File: src/rtl/seq_check_ctrl_if.sv
// Control and status bundle between a test controller/CSR block and seq_check_ctrl.
// The master side arms/aborts windows and drives the monitored signal; the slave side reports results.
interface seq_check_ctrl_if #(
    parameter int CNT_W = 16,
    parameter int WIN_W = 8
);
    logic             start;
    logic             stop;
    logic [WIN_W-1:0] delay;
    logic [WIN_W-1:0] length;
    logic             a;
    logic             busy;
    logic             done;
    logic             fail;
    logic [CNT_W-1:0] fail_cnt;
    logic [CNT_W-1:0] pass_cnt;
    logic [WIN_W-1:0] first_fail;
    logic             first_fail_vld;
    logic             result;

    modport master (
        output start, stop, delay, length, a,
        input  busy, done, fail, fail_cnt, pass_cnt, first_fail, first_fail_vld, result
    );

    modport slave (
        input  start, stop, delay, length, a,
        output busy, done, fail, fail_cnt, pass_cnt, first_fail, first_fail_vld, result
    );
endinterface

File: src/rtl/seq_check_ctrl.sv
// Check-window sequencer: after a programmable delay, samples 'a' for a programmable number of
// edges (or until stop), counting passes/failures and capturing the first failing sample index.
module seq_check_ctrl #(
    parameter int CNT_W = 16,
    parameter int WIN_W = 8
) (
    input  logic clk,
    input  logic rst_n,
    seq_check_ctrl_if.slave bus
);

    typedef enum logic [1:0] {IDLE, DELAY, CHECK} state_t;

    state_t           state, state_nx;
    logic [WIN_W-1:0] dly_cnt;
    logic [WIN_W-1:0] len_q;
    logic [WIN_W-1:0] idx;
    logic             accept;
    logic             abort;
    logic             sample;
    logic             last;

    always_ff @(posedge clk or negedge rst_n) begin
        if (!rst_n) state <= IDLE;
        else        state <= state_nx;
    end

    always_comb begin
        state_nx = state;
        case (state)
            IDLE: begin
                if (bus.start) state_nx = (bus.delay != '0) ? DELAY : CHECK;
            end
            DELAY: begin
                if (bus.stop)                     state_nx = IDLE;
                else if (dly_cnt == WIN_W'(1))    state_nx = CHECK;
            end
            CHECK: begin
                if (bus.stop || last) state_nx = IDLE;
            end
            default: state_nx = IDLE;
        endcase
    end

    // stop outranks sampling, so an abort edge never contributes a sample
    always_comb begin
        accept   = (state == IDLE) && bus.start;
        abort    = (state != IDLE) && bus.stop;
        sample   = (state == CHECK) && !bus.stop;
        last     = sample && (len_q != '0) && (idx == len_q - WIN_W'(1));
        bus.busy = (state != IDLE);
    end

    always_ff @(posedge clk or negedge rst_n) begin
        if (!rst_n) begin
            dly_cnt            <= '0;
            len_q              <= '0;
            idx                <= '0;
            bus.done           <= 1'b0;
            bus.fail           <= 1'b0;
            bus.fail_cnt       <= '0;
            bus.pass_cnt       <= '0;
            bus.first_fail     <= '0;
            bus.first_fail_vld <= 1'b0;
            bus.result         <= 1'b0;
        end else begin
            bus.done <= 1'b0;
            bus.fail <= 1'b0;
            if (accept) begin
                dly_cnt            <= bus.delay;
                len_q              <= bus.length;
                idx                <= '0;
                bus.fail_cnt       <= '0;
                bus.pass_cnt       <= '0;
                bus.first_fail     <= '0;
                bus.first_fail_vld <= 1'b0;
                bus.result         <= 1'b0;
            end else if (abort) begin
                bus.done   <= 1'b1;
                bus.result <= (bus.fail_cnt == '0);
            end else begin
                if (state == DELAY) dly_cnt <= dly_cnt - WIN_W'(1);
                if (sample) begin
                    if (bus.a) begin
                        if (bus.pass_cnt != '1) bus.pass_cnt <= bus.pass_cnt + CNT_W'(1);
                    end else begin
                        if (bus.fail_cnt != '1) bus.fail_cnt <= bus.fail_cnt + CNT_W'(1);
                        bus.fail <= 1'b1;
                        if (!bus.first_fail_vld) begin
                            bus.first_fail     <= idx;
                            bus.first_fail_vld <= 1'b1;
                        end
                    end
                    if (idx != '1) idx <= idx + WIN_W'(1);
                    // result must include the closing sample, which is not yet in fail_cnt
                    if (last) begin
                        bus.done   <= 1'b1;
                        bus.result <= (bus.fail_cnt == '0) && bus.a;
                    end
                end
            end
        end
    end

endmodule

File: src/flat_wrapper.sv
// flat-port wrapper written by rule: the top's interface ports become plain ports
module seq_check_ctrl_flat 
#(
    parameter int CNT_W = 16,
    parameter int WIN_W = 8
)
  (clk, rst_n, bus_start, bus_stop, bus_delay, bus_length, bus_a, bus_busy, bus_done, bus_fail, bus_fail_cnt, bus_pass_cnt, bus_first_fail, bus_first_fail_vld, bus_result);
  seq_check_ctrl_if #(.CNT_W(CNT_W), .WIN_W(WIN_W)) bus_i ();
  input  logic clk;
  input  logic rst_n;
  input wire logic [$bits(bus_i.start)-1:0] bus_start;
  input wire logic [$bits(bus_i.stop)-1:0] bus_stop;
  input wire logic [$bits(bus_i.delay)-1:0] bus_delay;
  input wire logic [$bits(bus_i.length)-1:0] bus_length;
  input wire logic [$bits(bus_i.a)-1:0] bus_a;
  output wire logic [$bits(bus_i.busy)-1:0] bus_busy;
  output wire logic [$bits(bus_i.done)-1:0] bus_done;
  output wire logic [$bits(bus_i.fail)-1:0] bus_fail;
  output wire logic [$bits(bus_i.fail_cnt)-1:0] bus_fail_cnt;
  output wire logic [$bits(bus_i.pass_cnt)-1:0] bus_pass_cnt;
  output wire logic [$bits(bus_i.first_fail)-1:0] bus_first_fail;
  output wire logic [$bits(bus_i.first_fail_vld)-1:0] bus_first_fail_vld;
  output wire logic [$bits(bus_i.result)-1:0] bus_result;
  assign bus_i.start = bus_start;
  assign bus_i.stop = bus_stop;
  assign bus_i.delay = bus_delay;
  assign bus_i.length = bus_length;
  assign bus_i.a = bus_a;
  assign bus_busy = bus_i.busy;
  assign bus_done = bus_i.done;
  assign bus_fail = bus_i.fail;
  assign bus_fail_cnt = bus_i.fail_cnt;
  assign bus_pass_cnt = bus_i.pass_cnt;
  assign bus_first_fail = bus_i.first_fail;
  assign bus_first_fail_vld = bus_i.first_fail_vld;
  assign bus_result = bus_i.result;
  seq_check_ctrl #(.CNT_W(CNT_W), .WIN_W(WIN_W)) u_core (.clk(clk), .rst_n(rst_n), .bus(bus_i));
endmodule
File: config.mk
export PLATFORM = sky130hd
export DESIGN_NAME = seq_check_ctrl_flat
export DESIGN_NICKNAME = d
export VERILOG_FILES = /design/src/rtl/seq_check_ctrl_if.sv /design/src/rtl/seq_check_ctrl.sv /design/src/flat_wrapper.sv
export SDC_FILE = /design/constraint.sdc
export NUM_CORES = 1
export LEC_CHECK = 0
export BUFFER_PORTS_ARGS = -buffer_cell sky130_fd_sc_hd__buf_2
export CORE_AREA = 2 2 108 110
export DETAILED_ROUTE_END_ITERATION = 12
export DIE_AREA = 0 0 110 112
export MAX_ROUTING_LAYER = met4
export PLACE_DENSITY = 0.49
export REMOVE_ABC_BUFFERS = 1
export SKIP_CTS_REPAIR_TIMING = 1
export SLEW_MARGIN = 25
export SYNTH_ARGS = -nofsm -noshare
export SYNTH_HDL_FRONTEND = slang
export SYNTH_SLANG_ARGS = --single-unit
File: constraint.sdc
create_clock -name clk -period 2.4 [get_ports clk]
set_input_delay 0.48 -clock clk [delete_from_list [all_inputs] [get_ports clk]]
set_output_delay 0.48 -clock clk [all_outputs]
set_load 0.02 [all_outputs]
==> impl_results.rst, run 1 <==
.. list-table::
   :header-rows: 1

   * - Metric
     - Value
   * - Initial Util
     - 0.339
   * - Biggest cell delay along the critical path
     - 0.48 ns
   * - Gp weighted congestion
     - 0.873
   * - TritonCTS buffer count
     - 9
   * - Sw power
     - 0.00122 W
   * - Static power due to leakage
     - 2.16 nW
   * - Maximum number of pins on one net before global-route repair
     - 71
   * - Ports placed on the boundary
     - 66
   * - Net count reported at finish
     - 519
   * - Sum of negative setup slack
     - 0 ns
   * - Capturing element type of the critical path
     - register
   * - FP Rows
     - 39
   * - Slew Limit Fails
     - 0
   * - Post-detailed-route DRC marker count
     - 0
   * - Top cell type's share of synthesized area
     - 0.462
   * - IO buf count
     - 65
   * - Iteration-0 DRC count of the detailed router
     - 102
   * - Worst hold path class
     - in -> async
   * - Most common cell in the netlist
     - sky130_fd_sc_hd__dfrtp_1
   * - Cell chosen for the clock root
     - sky130_fd_sc_hd__clkbuf_16
   * - Die span in x
     - 110 um
   * - Average routed wire per standard cell
     - 14.0 um
   * - Number of enable flip-flop cells after synthesis
     - 0
   * - Count of endpoints failing hold in the final timing report
     - 0
   * - Overflow left after global routing
     - 0
   * - Y dimension of the die
     - 112 um
   * - 1st-pass router iterations
     - 4
   * - First-pass GRT wire length
     - 15700 um
   * - Via total after detailed routing
     - 3220
   * - Ordered list of cells on the worst path
     - inv_1 > ha_2 > or3b_2 > nor3_1 > o22ai_1 > and4bb_1 > and3_1 > o221ai_1
   * - Cell Int Power
     - 0.00263 W
   * - Slew HR
     - 0.677
   * - Clock tree skew after final layout
     - 0.00476 ns
   * - Synth async-reset ratio
     - 1.00
   * - Min Hold Slack
     - 0.179 ns
   * - Clock tree from TritonCTS
     - built
   * - Sum of routed wire length over all layers
     - 8970 um
   * - Fill count
     - 1115
   * - FF/Latch Area
     - 1750 um2
   * - Mean instance size in the synthesized netlist
     - 8.90 um2
   * - Worst EP arrival
     - 2.41 ns
   * - Global-route usage over all layers
     - 0.166
   * - Fraction of the cycle the final worst path needs
     - 0.903
   * - Clock group share of total power
     - 0.366
   * - Area of the multi-input gates
     - 1910 um2
   * - H-Tree Level Count
     - 3
   * - Startpoint type of the worst setup path
     - register
   * - Worst-path maximum fanout
     - 9
   * - Buf+Inv Stages, Crit Path
     - 1
   * - Gate power share
     - 0.240
   * - Total power per unit cell area
     - 834 nW/um2
   * - Clock latency at the later pin of the worst-skew pair
     - 0.33 ns
   * - Most common library cells after synthesis
     - sky130_fd_sc_hd__dfrtp_1 (70), sky130_fd_sc_hd__nand2_1 (68), sky130_fd_sc_hd__nor2_1 (51)
   * - Crit path kind
     - reg -> reg
   * - Max stage delay cell, worst path
     - sky130_fd_sc_hd__or3b_2
   * - CP delay by family, top
     - simple AND/OR/NAND/NOR gates
   * - Longest Clk Path Bufs
     - 2
   * - Critical path data required time
     - 2.64 ns
   * - Sum of net half-perimeters after detailed placement
     - 6440 um
   * - CORE AREA
     - 11200 um2
   * - Post-synthesis sequential area ratio
     - 0.462
   * - Worst vdd rail ir drop
     - 0.358 mV
   * - Actual transition at the worst max-transition pin
     - 0.482 ns
   * - Via-to-Cell Ratio
     - 5.03
   * - Warnings from Yosys
     - 0
   * - Maximum capacitance violations
     - 0
   * - Die Outline Area
     - 12300 um2
   * - Largest cells by area after synthesis
     - sky130_fd_sc_hd__dfrtp_1 (46%), sky130_fd_sc_hd__nand2_1 (6.7%), sky130_fd_sc_hd__nor2_1 (5.0%)
   * - Number of library cell types mapped by synthesis
     - 51
   * - Netlist Area Pre-Place
     - 3790 um2
   * - Clock Sink Count
     - 70
   * - Leading register cell type out of synthesis
     - sky130_fd_sc_hd__dfrtp_1
   * - Initial antenna violation count
     - 1
   * - PnR Total Power
     - 0.00385 W
   * - Final critical-path required period
     - 2.17 ns
   * - Post-synthesis sequential element count
     - 70
   * - Antenna-violating nets left
     - 0
   * - Unrepaired setup endpoints after global routing
     - no
   * - Sw frac
     - 0.317
   * - Fmax
     - 0.461 GHz
   * - Clock transition at the registers of the reported paths
     - 0.05 ns
   * - Layout overhead on the synthesized area
     - 21.7%
   * - Top cell type by total area after synthesis
     - sky130_fd_sc_hd__dfrtp_1
   * - Portion of total power attributed to sequential cells
     - 0.394
   * - Status
     - completed
   * - Number of global-route vias before repair
     - 3187
   * - Number of endpoints failing setup at the final stage
     - 0
   * - Gate count of the mapped netlist
     - 426
   * - Share of cells above drive strength 1
     - 0.200
## final cells by class
cell class,instances,share of cell area
Multi-Input combinational cell,321,0.413
Sequential cell,70,0.379
Timing Repair Buffer,74,0.0878
Clock buffer,12,0.0534
Tap cell,143,0.0388
Clock inverter,4,0.0152
Inverter,15,0.0122
Antenna cell,1,0.000542
## metrics by stage
stage          setup slack [ns]  instances  utilization  cell area, um2
2_1_floorplan             -2.70        406            -            3710
3_3_place_gp              0.248        623        0.384            4300
3_5_place_dp              0.199        623        0.384            4300
4_1_cts                   0.182        639        0.413            4610
5_1_grt                  0.0190        640        0.413            4620
6_report                  0.232        640        0.413            4620
## final timing paths
path	endpoint	slack, ns	from	cells after the start
worst max-delay path	u_core.bus.result	0.23	u_core.len_q[0]	8
worst max register to register	u_core.bus.result	0.23	u_core.len_q[0]	8
worst min-delay path	u_core.len_q[2]	0.18	rst_n	2
min in group clk	u_core.len_q[2]	0.34	bus_length[2]	3
worst min register to register	u_core.bus.first_fail[3]	0.47	u_core.bus.first_fail[3]	2
max in group asynchronous	u_core.bus.pass_cnt[15]	1.92	rst_n	2
## power groups by stage
stage                     Sequential [W]  Clock (W)  Combinational, W
after detailed placement         0.00154          0          0.000932
after floorplan                  0.00154          0          0.000601
final                            0.00152    0.00141          0.000924
after global placement           0.00154          0          0.000919
after global routing             0.00156    0.00151           0.00108
after CTS                        0.00152    0.00145          0.000937
## placed cells by master, fill, tap and decap left out, types with 9 or more instances in the layout
cell	instances
sky130_fd_sc_hd__nand4_1	11
sky130_fd_sc_hd__o21ai_0	32
sky130_fd_sc_hd__nor2_1	51
sky130_fd_sc_hd__dfrtp_1	70
sky130_fd_sc_hd__nand3_1	18
sky130_fd_sc_hd__inv_1	15
sky130_fd_sc_hd__nor3_1	10
sky130_fd_sc_hd__a21oi_1	9
sky130_fd_sc_hd__xnor2_1	17
sky130_fd_sc_hd__clkbuf_16	9
sky130_fd_sc_hd__xor2_1	21
sky130_fd_sc_hd__buf_2	65
sky130_fd_sc_hd__nand2_1	68
## logic make-up after synthesis
family | Yosys count | share of synthesized area
DFF | 70 | 0.462
AOI/OAI and AO/OA | 74 | 0.129
buffers and inverters | 35 | 0.0376
adders and majority gates | 7 | 0.0231
xor gates and xnor gates | 38 | 0.0878
muxes | 1 | 0.00297
and+or+nand+nor | 201 | 0.258
## worst reg2reg max path: cells and delay by family (launching register included)
family                     cells  cell delay [ns]
adders and majority gates      1             0.26
AOI/OAI and AO/OA              2             0.27
buffers and inverters          1             0.10
DFF                            1             0.42
and+or+nand+nor                4             1.04
## sequential cells by signal, summed over array words and instances, names as in the netlist
signal / count
u_core.bus.done: 1
u_core.state: 2
u_core.bus.fail_cnt: 16
u_core.idx: 8
u_core.bus.first_fail: 8
u_core.bus.pass_cnt: 16
u_core.bus.first_fail_vld: 1
u_core.dly_cnt: 8
u_core.len_q: 8
u_core.bus.result: 1
u_core.bus.fail: 1
## metal layers
layer	vias up	share of wire	GRT usage
li1	1611	-	-
met1	1534	0.48	0.225
met2	64	0.45	0.245
met3	11	0.053	0.0386
met4	0	0.014	0.0549
met5	-	0	-
Power figures use the tool's default switching activity.
==> run 2: changes to the inputs <==
CORE_AREA = 3 3 109 111   (was 2 2 108 110)
DIE_AREA = 0 0 112 114   (was 0 0 110 112)
TNS_END_PERCENT = 10   (was not set)
==> run 2 against run 1 <==
Cell count decreased by 0.78%. Combinational power decreased by 0.6%. Highest routed layer unchanged. Non-clock buffer count decreased by 1.
==> impl_results.rst, run 2 (same netlist as run 1, synthesis figures left out) <==
.. list-table::
   :header-rows: 1

   * - Metric
     - Value
   * - IO buf count
     - 65
   * - Share of cells above drive strength 1
     - 0.198
   * - Startpoint type of the worst setup path
     - register
   * - Fraction of the cycle the final worst path needs
     - 0.909
   * - Fill count
     - 1103
   * - Ordered list of cells on the worst path
     - inv_1 > ha_2 > or3b_2 > nor3_1 > o22ai_1 > and4bb_1 > and3_1 > o221ai_1
   * - TritonCTS buffer count
     - 9
   * - Clock transition at the registers of the reported paths
     - 0.08 ns
   * - Portion of total power attributed to sequential cells
     - 0.452
   * - Layout Cells excl Fill
     - 635
   * - Count of endpoints failing hold in the final timing report
     - 0
   * - Clock tree skew after final layout
     - 0.00801 ns
   * - Placed Cells incl. Taps
     - 619
   * - Post-detailed-route DRC marker count
     - 0
   * - Cell Int Power
     - 0.00219 W
   * - Worst vdd rail ir drop
     - 0.409 mV
   * - Sw power
     - 0.00119 W
   * - Initial antenna violation count
     - 1
   * - Sum of net half-perimeters after detailed placement
     - 6730 um
   * - Launching point of the worst reg2reg path
     - u_core.len_q[0]
   * - Number of endpoints failing setup at the final stage
     - 0
   * - Slew HR
     - 0.619
   * - Largest registers in the final layout
     - u_core.bus.fail_cnt: 16 flops, u_core.bus.pass_cnt: 16 flops
   * - Capturing element type of the critical path
     - register
   * - Leading cell type in the layout, fill and taps excluded
     - sky130_fd_sc_hd__dfrtp_1
   * - Worst EP arrival
     - 2.43 ns
   * - Slew Limit Fails
     - 0
   * - Number of global-route vias before repair
     - 3071
   * - Actual transition at the worst max-transition pin
     - 0.572 ns
   * - FP Rows
     - 38
   * - Status
     - completed
   * - Ports placed on the boundary
     - 66
   * - Crit path kind
     - reg -> reg
   * - Gp weighted congestion
     - 0.826
   * - Longest Clk Path Bufs
     - 2
   * - Fmax
     - 0.459 GHz
   * - FF-to-FF path depth
     - 8
   * - Gate power share
     - 0.272
   * - Cell chosen for the clock root
     - sky130_fd_sc_hd__clkbuf_8
   * - Iteration-0 DRC count of the detailed router
     - 200
   * - Layout overhead on the synthesized area
     - 18.1%
   * - Initial Util
     - 0.348
   * - Average routed wire per standard cell
     - 14.3 um
   * - Antenna-violating nets left
     - 0
   * - Total power per unit cell area
     - 755 nW/um2
   * - Overflow left after global routing
     - 0
   * - Clock latency at the later pin of the worst-skew pair
     - 0.34 ns
   * - Max stage delay cell, worst path
     - sky130_fd_sc_hd__or3b_2
   * - CORE AREA
     - 10900 um2
   * - Worst hold path class
     - in -> async
   * - Clock tree from TritonCTS
     - built
   * - Net count reported at finish
     - 518
   * - Via total after detailed routing
     - 3152
   * - 1st-pass router iterations
     - 4
   * - Via-to-Cell Ratio
     - 4.96
   * - Biggest cell delay along the critical path
     - 0.48 ns
   * - Endpoint of the worst-slack reg-to-reg timing path
     - u_core.bus.result
   * - Unrepaired setup endpoints after global routing
     - no
   * - H-Tree Level Count
     - 3
   * - Maximum number of pins on one net before global-route repair
     - 48
   * - Die Outline Area
     - 12800 um2
   * - Critical path data required time
     - 2.65 ns
   * - Y dimension of the die
     - 114 um
   * - Sum of negative setup slack
     - 0 ns
   * - Sum of routed wire length over all layers
     - 9090 um
   * - Maximum capacitance violations
     - 0
   * - Worst-path maximum fanout
     - 9
   * - Slack of the worst reg-to-reg path
     - 0.22 ns
   * - Sw frac
     - 0.351
   * - Clock group share of total power
     - 0.277
   * - Static power due to leakage
     - 2.09 nW
   * - Die span in x
     - 112 um
   * - Final critical-path required period
     - 2.18 ns
   * - Most frequent cells in the layout
     - sky130_fd_sc_hd__dfrtp_1 (70), sky130_fd_sc_hd__nand2_1 (68), sky130_fd_sc_hd__buf_2 (65), sky130_fd_sc_hd__nor2_1 (51), sky130_fd_sc_hd__o21ai_0 (32)
   * - Global-route usage over all layers
     - 0.152
   * - First-pass GRT wire length
     - 15300 um
   * - Clock Sink Count
     - 70
## run 2: how the worst max path moves through the flow
| stage | endpoint | slack, ns | start |
|---|---|---|---|
| final | u_core.bus.result | 0.22 | u_core.len_q[0] |
| after global routing | u_core.bus.result | 0.02 | u_core.len_q[0] |
| after CTS | u_core.bus.result | 0.17 | u_core.len_q[0] |
| after detailed placement | u_core.bus.result | 0.19 | u_core.len_q[0] |
| after global placement | u_core.bus.result | 0.25 | u_core.len_q[0] |
| after floorplan | u_core.bus.pass_cnt[5] | -2.70 | u_core.state[0] |
## run 2: critical path: cells and delay by family (launching register included)
kind / cells / cell delay, ns
AND/OR/NAND/NOR: 4 / 1.03
flip-flops: 1 / 0.44
AO/OA/AOI/OAI: 2 / 0.27
adder cells (fa/ha/maj): 1 / 0.26
buffers and inverters: 1 / 0.09
## run 2: area by class of cell
type | count | area, um2 | area share
Multi-Input combinational cell | 321 | 1910 | 0.426
Sequential cell | 70 | 1750 | 0.391
Timing Repair Buffer | 73 | 398 | 0.0889
Tap cell | 140 | 175 | 0.0391
Clock buffer | 11 | 141 | 0.0316
Inverter | 15 | 56.3 | 0.0126
Clock inverter | 4 | 47.5 | 0.0106
Antenna cell | 1 | 2.50 | 0.000559
## run 2: power groups by stage
stage	clock, W	combinational, W	sequential [W]
2_1_floorplan	0	0.000601	0.00154
3_5_place_dp	0	0.000922	0.00155
3_3_place_gp	0	0.000917	0.00154
6_report	0.000935	0.000918	0.00153
4_1_cts	0.000967	0.000928	0.00153
5_1_grt	0.00102	0.00106	0.00156
## run 2: routing by layer
layer  wire length, um  GRT usage
met4               157     0.0521
met2              3860      0.217
met5                 0          -
met3               437     0.0371
met1              4630      0.211
## run 2: per-stage QoR
step                total power, W  instance area [um2]  hold slack, ns  utilization  worst slack [ns]
floorplan                  0.00215                 3710           0.184            -             -2.70
global placement           0.00246                 4280           0.455        0.393             0.250
detailed placement         0.00247                 4280           0.462        0.393             0.192
CTS                        0.00342                 4470           0.144        0.411             0.166
global route               0.00364                 4480           0.161        0.411            0.0218
finish                     0.00338                 4480           0.127        0.411             0.219
==> run 3: changes to the inputs <==
CELL_PAD_IN_SITES_DETAIL_PLACEMENT = 0   (was not set)
CELL_PAD_IN_SITES_GLOBAL_PLACEMENT = 2   (was not set)
CTS_BUF_LIST = sky130_fd_sc_hd__clkbuf_4   (was not set)
PLACE_DENSITY = 0.76   (was 0.49)
==> run 3 against run 2 <==
Die area is the same. Cell area decreased by 1.0%. Worst setup slack got worse by 0.031 ns. Hold slack got worse by 0.059 ns. Count of clock-buffer cells in the layout is 2 lower. Critical path type unchanged. Largest power group unchanged.
==> impl_results.rst, run 3 (same netlist as run 1, synthesis figures left out) <==
.. list-table::
   :header-rows: 1

   * - Metric
     - Value
   * - Sw power
     - 0.00123 W
   * - Y dimension of the die
     - 114 um
   * - Count of endpoints failing hold in the final timing report
     - 0
   * - Slew Limit Fails
     - 0
   * - IO buf count
     - 65
   * - Most frequent cells in the layout
     - sky130_fd_sc_hd__dfrtp_1 (70), sky130_fd_sc_hd__nand2_1 (68), sky130_fd_sc_hd__buf_2 (65), sky130_fd_sc_hd__nor2_1 (51), sky130_fd_sc_hd__o21ai_0 (32)
   * - Post-route core utilization
     - 0.407
   * - Die Outline Area
     - 12800 um2
   * - Min Hold Slack
     - 0.0679 ns
   * - First-pass GRT wire length
     - 16100 um
   * - Fmax
     - 0.452 GHz
   * - Gp weighted congestion
     - 0.804
   * - Fraction of the cycle the final worst path needs
     - 0.921
   * - Post-detailed-route DRC marker count
     - 0
   * - Fill count
     - 1132
   * - TritonCTS buffer count
     - 9
   * - Worst hold path class
     - in -> async
   * - PnR Total Power
     - 0.00313 W
   * - Gate power share
     - 0.297
   * - Actual transition at the worst max-transition pin
     - 0.651 ns
   * - Antenna diode count
     - 0
   * - Max stage delay cell, worst path
     - sky130_fd_sc_hd__or3b_2
   * - Number of endpoints failing setup at the final stage
     - 0
   * - Iteration-0 DRC count of the detailed router
     - 196
   * - Startpoint type of the worst setup path
     - register
   * - Overflow left after global routing
     - 0
   * - Die span in x
     - 112 um
   * - Portion of total power attributed to sequential cells
     - 0.488
   * - Critical path data required time
     - 2.73 ns
   * - Net count reported at finish
     - 520
   * - Sum of routed wire length over all layers
     - 9400 um
   * - Cell Int Power
     - 0.00190 W
   * - Biggest cell delay along the critical path
     - 0.47 ns
   * - Largest registers in the final layout
     - u_core.bus.fail_cnt: 16 flops, u_core.bus.pass_cnt: 16 flops
   * - Maximum capacitance violations
     - 0
   * - 1st-pass router iterations
     - 4
   * - Layout overhead on the synthesized area
     - 16.9%
   * - Clock tree skew after final layout
     - 0.0164 ns
   * - Initial Util
     - 0.348
   * - Crit path kind
     - reg -> reg
   * - FF-to-FF path depth
     - 8
   * - Clock latency at the later pin of the worst-skew pair
     - 0.41 ns
   * - Unrepaired setup endpoints after global routing
     - no
   * - Cell chosen for the clock root
     - sky130_fd_sc_hd__clkbuf_4
   * - Final critical-path required period
     - 2.21 ns
   * - Layout Cells excl Fill
     - 637
   * - Launching point of the worst reg2reg path
     - u_core.len_q[0]
   * - Status
     - completed
   * - Via-to-Cell Ratio
     - 5.03
   * - Sum of net half-perimeters after detailed placement
     - 6910 um
   * - Clock tree from TritonCTS
     - built
   * - Static power due to leakage
     - 2.07 nW
   * - Clock Sink Count
     - 70
   * - Initial antenna violation count
     - 0
   * - Total power per unit cell area
     - 707 nW/um2
   * - Placed Cells incl. Taps
     - 621
   * - Sw frac
     - 0.392
   * - Antenna-violating nets left
     - 0
   * - Capturing element type of the critical path
     - register
   * - Worst vdd rail ir drop
     - 0.259 mV
   * - Clock transition at the registers of the reported paths
     - 0.13 ns
   * - Setup WS pre-CTS
     - 0.149 ns
   * - Slew HR
     - 0.566
   * - Via total after detailed routing
     - 3204
   * - Average routed wire per standard cell
     - 14.8 um
   * - Slack of the worst reg-to-reg path
     - 0.19 ns
   * - Ordered list of cells on the worst path
     - inv_1 > ha_2 > or3b_2 > nor3_1 > o22ai_1 > and4bb_1 > and3_1 > o221ai_1
   * - Global-route usage over all layers
     - 0.158
   * - CORE AREA
     - 10900 um2
   * - Longest Clk Path Bufs
     - 2
   * - H-Tree Level Count
     - 3
   * - Endpoint of the worst-slack reg-to-reg timing path
     - u_core.bus.result
   * - Worst-path maximum fanout
     - 9
   * - Number of global-route vias before repair
     - 3171
   * - FP Rows
     - 38
   * - Clock group share of total power
     - 0.216
   * - Worst EP arrival
     - 2.54 ns
   * - Maximum number of pins on one net before global-route repair
     - 36
   * - Setup slack after layout
     - 0.188 ns
   * - Share of cells above drive strength 1
     - 0.205
   * - Leading cell type in the layout, fill and taps excluded
     - sky130_fd_sc_hd__dfrtp_1
   * - Ports placed on the boundary
     - 66
## run 3: power groups by stage
stage | sequential [W] | combinational, W | clock (W)
finish | 0.00153 | 0.000929 | 0.000675
CTS | 0.00153 | 0.000936 | 0.000716
detailed placement | 0.00155 | 0.000932 | 0
global placement | 0.00155 | 0.000927 | 0
floorplan | 0.00154 | 0.000601 | 0
global route | 0.00156 | 0.00106 | 0.000756
## run 3: cell type report
type	instances	area, um2	area share
clock buffers	9	67.6	0.0152
clock inverters	7	50.0	0.0113
inverters	15	56.3	0.0127
multi-input cells	321	1910	0.430
flip-flops and latches	70	1750	0.395
well taps	140	175	0.0395
repair buffers	75	425	0.0960
## run 3: how the worst max path moves through the flow
stage                         start                 endpoint  slack [ns]  cells after the start
global placement           bus_stop  u_core.bus.fail_cnt[11]        0.18                      7
global route        u_core.len_q[0]        u_core.bus.result        0.04                      8
floorplan           u_core.state[0]   u_core.bus.pass_cnt[5]       -2.70                      6
finish              u_core.len_q[0]        u_core.bus.result        0.19                      8
detailed placement  u_core.len_q[0]        u_core.bus.result        0.15                      8
CTS                 u_core.len_q[0]        u_core.bus.result        0.13                      8
## run 3: worst max-delay path: cells and delay by family, from the launching register on
kind	cells	cell delay (ns)
AOI/OAI and AO/OA	2	0.30
adders and majority gates	1	0.26
buffers and inverters	1	0.10
DFF	1	0.45
and+or+nand+nor	4	1.02
## run 3: per-layer routing
layer,GRT usage,part of all wire,vias up
met5,-,0,-
met4,0.0417,0.0085,0
met3,0.0286,0.034,6
met2,0.243,0.46,58
met1,0.218,0.50,1530
li1,-,-,1610
## run 3: per-stage QoR
step | cell area, um2 | setup TNS, ns
4_1_cts | 4430 | 0
3_3_place_gp | 4310 | 0
2_1_floorplan | 3710 | -117.94
6_report | 4430 | 0
3_5_place_dp | 4310 | 0
5_1_grt | 4430 | 0
